===== src/rtl/axi_lite_slave_regs.sv =====
//------------------------------------------------------------------------------
// Module      : axi_lite_slave_regs
// Description : AXI4-Lite responder for a bank of 32-bit control registers with
//               byte strobes and per-register write pulses. Defining the macro
//               AXIL_SLAVE_SLVERR_EN makes out-of-range accesses return SLVERR.
// Revision    : 1.0 - initial release
//------------------------------------------------------------------------------
`default_nettype none

module axi_lite_slave_regs #(
  parameter int NUM_REGS   = 16,
  parameter int ADDR_WIDTH = 8
) (
  input  logic                      aclk,
  input  logic                      areset,
  input  logic [ADDR_WIDTH-1:0]     s_axi_awaddr,
  input  logic                      s_axi_awvalid,
  output logic                      s_axi_awready,
  input  logic [31:0]               s_axi_wdata,
  input  logic [3:0]                s_axi_wstrb,
  input  logic                      s_axi_wvalid,
  output logic                      s_axi_wready,
  output logic [1:0]                s_axi_bresp,
  output logic                      s_axi_bvalid,
  input  logic                      s_axi_bready,
  input  logic [ADDR_WIDTH-1:0]     s_axi_araddr,
  input  logic                      s_axi_arvalid,
  output logic                      s_axi_arready,
  output logic [31:0]               s_axi_rdata,
  output logic [1:0]                s_axi_rresp,
  output logic                      s_axi_rvalid,
  input  logic                      s_axi_rready,
  output logic [32*NUM_REGS-1:0]    regs_o,
  output logic [NUM_REGS-1:0]       wr_pulse_o
);

  localparam int         c_idx_w     = ADDR_WIDTH - 2;
  localparam logic [1:0] c_resp_okay = 2'b00;
`ifdef AXIL_SLAVE_SLVERR_EN
  localparam logic [1:0] c_resp_oor  = 2'b10;
`else
  localparam logic [1:0] c_resp_oor  = 2'b00;
`endif

  typedef enum logic [1:0] {
    W_IDLE  = 2'd0,
    W_WRITE = 2'd1,
    W_RESP  = 2'd2
  } wstate_t;

  typedef enum logic [0:0] {
    R_IDLE = 1'b0,
    R_DATA = 1'b1
  } rstate_t;

  wstate_t r_wstate, w_wstate_nxt;
  rstate_t r_rstate, w_rstate_nxt;

  logic                r_aw_cap;
  logic                r_w_cap;
  logic [c_idx_w-1:0]  r_aw_idx;
  logic [31:0]         r_wdata;
  logic [3:0]          r_wstrb;
  logic [1:0]          r_bresp;
  logic [31:0]         r_rdata;
  logic [1:0]          r_rresp;
  logic [31:0]         r_regs [NUM_REGS];

  logic                w_aw_hs;
  logic                w_w_hs;
  logic                w_ar_hs;
  logic [c_idx_w-1:0]  w_ar_idx;
  logic [NUM_REGS-1:0] w_aw_hit;
  logic [NUM_REGS-1:0] w_ar_hit;
  logic [31:0]         w_rd_mux;
  logic                w_aw_in_range;
  logic                w_ar_in_range;
  logic                w_unused_addr_bits;

  // Byte-offset bits carry no meaning for word-wide registers.
  assign w_unused_addr_bits = &{1'b0, s_axi_awaddr[1:0], s_axi_araddr[1:0]};

  assign w_ar_idx = s_axi_araddr[ADDR_WIDTH-1:2];

  // Readies come only from state and reset, never from the valids.
  assign s_axi_awready = !areset && (r_wstate == W_IDLE) && !r_aw_cap;
  assign s_axi_wready  = !areset && (r_wstate == W_IDLE) && !r_w_cap;
  assign s_axi_arready = !areset && (r_rstate == R_IDLE);

  assign w_aw_hs = s_axi_awvalid && s_axi_awready;
  assign w_w_hs  = s_axi_wvalid  && s_axi_wready;
  assign w_ar_hs = s_axi_arvalid && s_axi_arready;

  assign s_axi_bvalid = (r_wstate == W_RESP);
  assign s_axi_bresp  = r_bresp;
  assign s_axi_rvalid = (r_rstate == R_DATA);
  assign s_axi_rdata  = r_rdata;
  assign s_axi_rresp  = r_rresp;

  // Address decode: a missing hit means the index is out of range.
  always_comb begin
    w_aw_hit = '0;
    w_ar_hit = '0;
    w_rd_mux = '0;
    for (int i = 0; i < NUM_REGS; i++) begin
      if (r_aw_idx == c_idx_w'(i)) w_aw_hit[i] = 1'b1;
      if (w_ar_idx == c_idx_w'(i)) begin
        w_ar_hit[i] = 1'b1;
        w_rd_mux    = r_regs[i];
      end
    end
  end

  assign w_aw_in_range = |w_aw_hit;
  assign w_ar_in_range = |w_ar_hit;

  assign wr_pulse_o = (!areset && r_wstate == W_WRITE) ? w_aw_hit : '0;

  //--------------------------------------------------------------------------
  // Write channel
  //--------------------------------------------------------------------------
  always_ff @(posedge aclk) begin
    if (areset) r_wstate <= W_IDLE;
    else        r_wstate <= w_wstate_nxt;
  end

  always_comb begin
    w_wstate_nxt = r_wstate;
    case (r_wstate)
      W_IDLE:  if ((r_aw_cap || w_aw_hs) && (r_w_cap || w_w_hs)) w_wstate_nxt = W_WRITE;
      W_WRITE: w_wstate_nxt = W_RESP;
      W_RESP:  if (s_axi_bready) w_wstate_nxt = W_IDLE;
      default: w_wstate_nxt = W_IDLE;
    endcase
  end

  always_ff @(posedge aclk) begin
    if (areset) begin
      r_aw_cap <= 1'b0;
      r_w_cap  <= 1'b0;
      r_aw_idx <= '0;
      r_wdata  <= '0;
      r_wstrb  <= '0;
      r_bresp  <= c_resp_okay;
    end else begin
      if (r_wstate == W_RESP && s_axi_bready) begin
        r_aw_cap <= 1'b0;
        r_w_cap  <= 1'b0;
      end else begin
        if (w_aw_hs) begin
          r_aw_cap <= 1'b1;
          r_aw_idx <= s_axi_awaddr[ADDR_WIDTH-1:2];
        end
        if (w_w_hs) begin
          r_w_cap <= 1'b1;
          r_wdata <= s_axi_wdata;
          r_wstrb <= s_axi_wstrb;
        end
      end
      if (r_wstate == W_WRITE)
        r_bresp <= w_aw_in_range ? c_resp_okay : c_resp_oor;
    end
  end

  always_ff @(posedge aclk) begin
    if (areset) begin
      for (int i = 0; i < NUM_REGS; i++) r_regs[i] <= '0;
    end else if (r_wstate == W_WRITE) begin
      for (int i = 0; i < NUM_REGS; i++) begin
        if (w_aw_hit[i]) begin
          for (int b = 0; b < 4; b++) begin
            if (r_wstrb[b]) r_regs[i][8*b +: 8] <= r_wdata[8*b +: 8];
          end
        end
      end
    end
  end

  generate
    for (genvar gi = 0; gi < NUM_REGS; gi++) begin : g_regs_out
      assign regs_o[32*gi +: 32] = r_regs[gi];
    end
  endgenerate

  //--------------------------------------------------------------------------
  // Read channel
  //--------------------------------------------------------------------------
  always_ff @(posedge aclk) begin
    if (areset) r_rstate <= R_IDLE;
    else        r_rstate <= w_rstate_nxt;
  end

  always_comb begin
    w_rstate_nxt = r_rstate;
    case (r_rstate)
      R_IDLE:  if (w_ar_hs) w_rstate_nxt = R_DATA;
      R_DATA:  if (s_axi_rready) w_rstate_nxt = R_IDLE;
      default: w_rstate_nxt = R_IDLE;
    endcase
  end

  // Sampling here sees the pre-commit value when a write lands on the same edge.
  always_ff @(posedge aclk) begin
    if (areset) begin
      r_rdata <= '0;
      r_rresp <= c_resp_okay;
    end else if (w_ar_hs) begin
      r_rdata <= w_rd_mux;
      r_rresp <= w_ar_in_range ? c_resp_okay : c_resp_oor;
    end
  end

endmodule

`default_nettype wire


===== config.mk =====
export PLATFORM = sky130hd
export DESIGN_NAME = axi_lite_slave_regs
export DESIGN_NICKNAME = d
export VERILOG_FILES = /design/src/rtl/axi_lite_slave_regs.sv
export SDC_FILE = /design/constraint.sdc
export NUM_CORES = 1
export LEC_CHECK = 0
export ABC_AREA = 1
export BUFFER_PORTS_ARGS = -buffer_cell sky130_fd_sc_hd__buf_2
export CORE_AREA = 2 2 245 247
export DETAILED_ROUTE_END_ITERATION = 7
export DIE_AREA = 0 0 247 249
export GPL_TIMING_DRIVEN = 1
export PLACE_DENSITY = 0.69
export SYNTH_ARGS = -nofsm -noshare
export SYNTH_HDL_FRONTEND = slang
export SYNTH_SLANG_ARGS = --single-unit

===== constraint.sdc =====
create_clock -name aclk -period 5 [get_ports aclk]
set_clock_uncertainty 0.15 [all_clocks]
set_input_delay 0.25 -clock aclk [delete_from_list [all_inputs] [get_ports aclk]]
set_output_delay 0.25 -clock aclk [all_outputs]
set_load 0.02 [all_outputs]

==> impl_metrics.csv <==
group,metric,value,unit
timing,setup_slack,1.77,ns
status,status,"completed",
timing,maxSlewHeadroom,16.8,%
worst_setup_path,rr_worst_depth,6,
final_layout,fin_area,31200,µm²
die,boundaryPins,628,
worst_setup_path,cp.required,5.12,ns
placed_design,gp_congestion,0.908,
worst_setup_path,critPathLaunchType,"flip-flop",
clock_tree,cts-root-buf,"clkbuf_16",
clock_tree,cts_tree,"done",
synth,ys_seq_area_share,68.7,%
route,via_count,20800,
placed_design,io_buffers,619,
worst_setup_path,worstPathMaxFanout,11,
route,ant_nets,0,
power_and_ir_drop,p_total,11600,µW
hold_path,hold_start,"s_axi_arvalid",
placed_design,place_area,28700,µm²
grt,grt_pass1_wl,129,mm
die,core-area,58700,µm²
power_and_ir_drop,vdd_ir_drop_max,0.255,mV
hold_path,holdPathStages,4,
timing,max_freq,310,MHz
worst_setup_path,path_class,"flip-flop to flip-flop",
clock_tree,cts_sinks,591,
die,die_h,249,µm
synth,synth_top_cell_area_share,62.3,%
synth,synth_area_leaders,"edfxtp_1, nand2_1, nor2_1",
timing,setup_viol,0,
final_layout,drive_gt1_share,26.0,%
placed_design,place.detailed.hpwl,70.2,mm
power_and_ir_drop,p_per_area,372,nW/µm²
timing,slew_violations,0,
timing,tightest_slew,1.23,ns
grt,grt_pass1_vias,19200,
hold_path,hold_class,"primary input to flip-flop",
route,routed_wirelength,91.5,mm
route,vias_per_cell,5.30,
grt,grt_max_degree,108,
timing,tns,0,ns
die,die_w,247,µm
worst_setup_path,crit_path_end_kind,"flip-flop",
final_layout,finalNetCount,3166,
grt,track_usage,28.9,%
route,drt_iter0_drc,1995,
route,firstDrtPassIters,5,
timing,min_period,3.23,ns
synth,async_flop_share,0,%
synth,yosysUniqueCellTypes,27,
final_layout,final_cell_mix,"buf_2, nand2_1, nor2_1, edfxtp_1, inv_1",
worst_setup_path,crit_start,"r_wstate[0]",
clock_tree,clk_latency,0.61,ns
clock_tree,cts_max_level,2,
power_and_ir_drop,leakage,0.0135,µW
die,die_area,61500,µm²
timing,rsz0062_at_grt,"false",
final_layout,area_growth,26.4,%
route,wl_per_cell,23.3,µm
synth,synth_edf_count,512,
grt,overflow,0,
clock_tree,clk_pin_slew,0.06,ns
clock_tree,cts_resized,0,
worst_setup_path,r2r_start,"r_wstate[0]",
clock_tree,cts_max_path_buffers,3,
synth,synthFlopType,"edfxtp_1",
worst_setup_path,regToRegSetupSlack,1.77,ns
die,initial_core_util,42.1,%
grt,antenna_found_initial,1,
synth,syn_inst,2446,
route,drc_errors,0,
hold_path,hold_path_end,"s_axi_rvalid",
synth,netlist_area,24700,µm²
synth,synth_top_cell_by_area,"edfxtp_1",
worst_setup_path,r2r_end,"r_regs[0][94]",
synth,avgSynthCellArea,10.1,µm²
timing,fin_crit_sh,64.5,%
die,rows,89,
synth,ys_seq_elements,591,
placed_design,place_ws,1.72,ns
synth,yosys_warnings,0,
clock_tree,cts_buffers,59,
timing,hold_violations,0,
worst_setup_path,cp_data_arrival_time,3.34,ns
final_layout,final_common_cell,"buf_2",
run,drv_cap,0,
-- layout make-up --
| class | instances | area [µm²] |
|---|---|---|
| Fill cell | 5252 | 27500 |
| Sequential cell | 591 | 17000 |
| Multi-Input combinational cell | 1533 | 6490 |
| Timing Repair Buffer | 718 | 3970 |
| Clock buffer | 78 | 1670 |
| Tap cell | 773 | 967 |
| Inverter | 204 | 767 |
| Clock inverter | 33 | 390 |
| Antenna cell | 1 | 2.50 |
-- what timing repair did --
| action | in CTS | in global routing |
|---|---|---|
| hold buffers | 48 | 0 |
| buffers inserted | 0 | 0 |
| endpoints found under the hold margin | 57 | 0 |
-- cells by family after synthesis --
logic type	count (synthesis)	synth area share (%)
other	1	0.0152
AO/OA/AOI/OAI	162	3.29
AND/OR/NAND/NOR	1367	22.9
flip-flops	591	68.7
buffers and inverters	325	5.15
-- registers in the layout (all words and copies together), names as in the netlist --
name,count
r_regs,512
r_wdata,32
r_aw_idx,6
r_aw_cap,1
r_wstrb,4
r_w_cap,1
r_wstate,2
s_axi_rdata,32
s_axi_rvalid,1
-- per-layer routing --
| layer | up-vias | wire [µm] | GRT usage, % |
|---|---|---|---|
| met5 | - | 0 | 0 |
| met4 | 0 | 3670 | 11.0 |
| met3 | 177 | 10100 | 6.54 |
| met2 | 1276 | 42000 | 45.4 |
| met1 | 9988 | 35800 | 38.9 |
| li1 | 9404 | - | - |
-- cells in the mapped netlist, types with 3 or more instances --
cell type and instances:
nand4_1 102, or2_1 4, nand3_1 57, edfxtp_1 512
nand2_1 616, inv_2 10, nor2_1 534, inv_1 194
dfxtp_1 79, buf_4 6, o21ai_1 3, a21oi_1 100
nor2_4 7, buf_2 23, clkbuf_1 90, o21ai_0 58
or2_0 8, or2_2 18, nor3_1 11, nor2_2 5
-- worst max-delay path, cell delays in order (launching register included) --
cell and delay (ns):
dfxtp_1 0.32, inv_1 0.05, nor2_1 0.43, inv_1 0.23, nor2_1 0.77, nand2_1 0.49, nand2_1 0.44
-- worst max-delay path by stage --
| stage | slack [ns] | to | cells past startpoint |
|---|---|---|---|
| global route | 1.53 | r_regs[0][164] | 6 |
| CTS | 1.74 | r_regs[0][132] | 6 |
| detailed placement | 1.72 | s_axi_rdata[20] | 16 |
| global placement | 1.75 | s_axi_rdata[20] | 16 |
| floorplan | 2.92 | r_regs[1][100] | 5 |
| finish | 1.77 | r_regs[0][94] | 6 |
-- report_power, final --
group / switching [µW] / internal, µW
Combinational: 862 / 275
Sequential: 161 / 5640
Clock: 1920 / 2760
Total: 2940 / 8680
-- through the flow --
| step | std cells | hold WS, ns | util [%] |
|---|---|---|---|
| detailed placement | 3771 | 0.296 | 48.9 |
| finish | 3931 | 0.0956 | 53.2 |
| global route | 3931 | 0.109 | 53.2 |
| floorplan | 2449 | 0.200 | - |
| global placement | 3771 | 0.294 | 48.9 |
| CTS | 3930 | 0.0615 | 53.2 |
(Power assumes the default switching activity.)
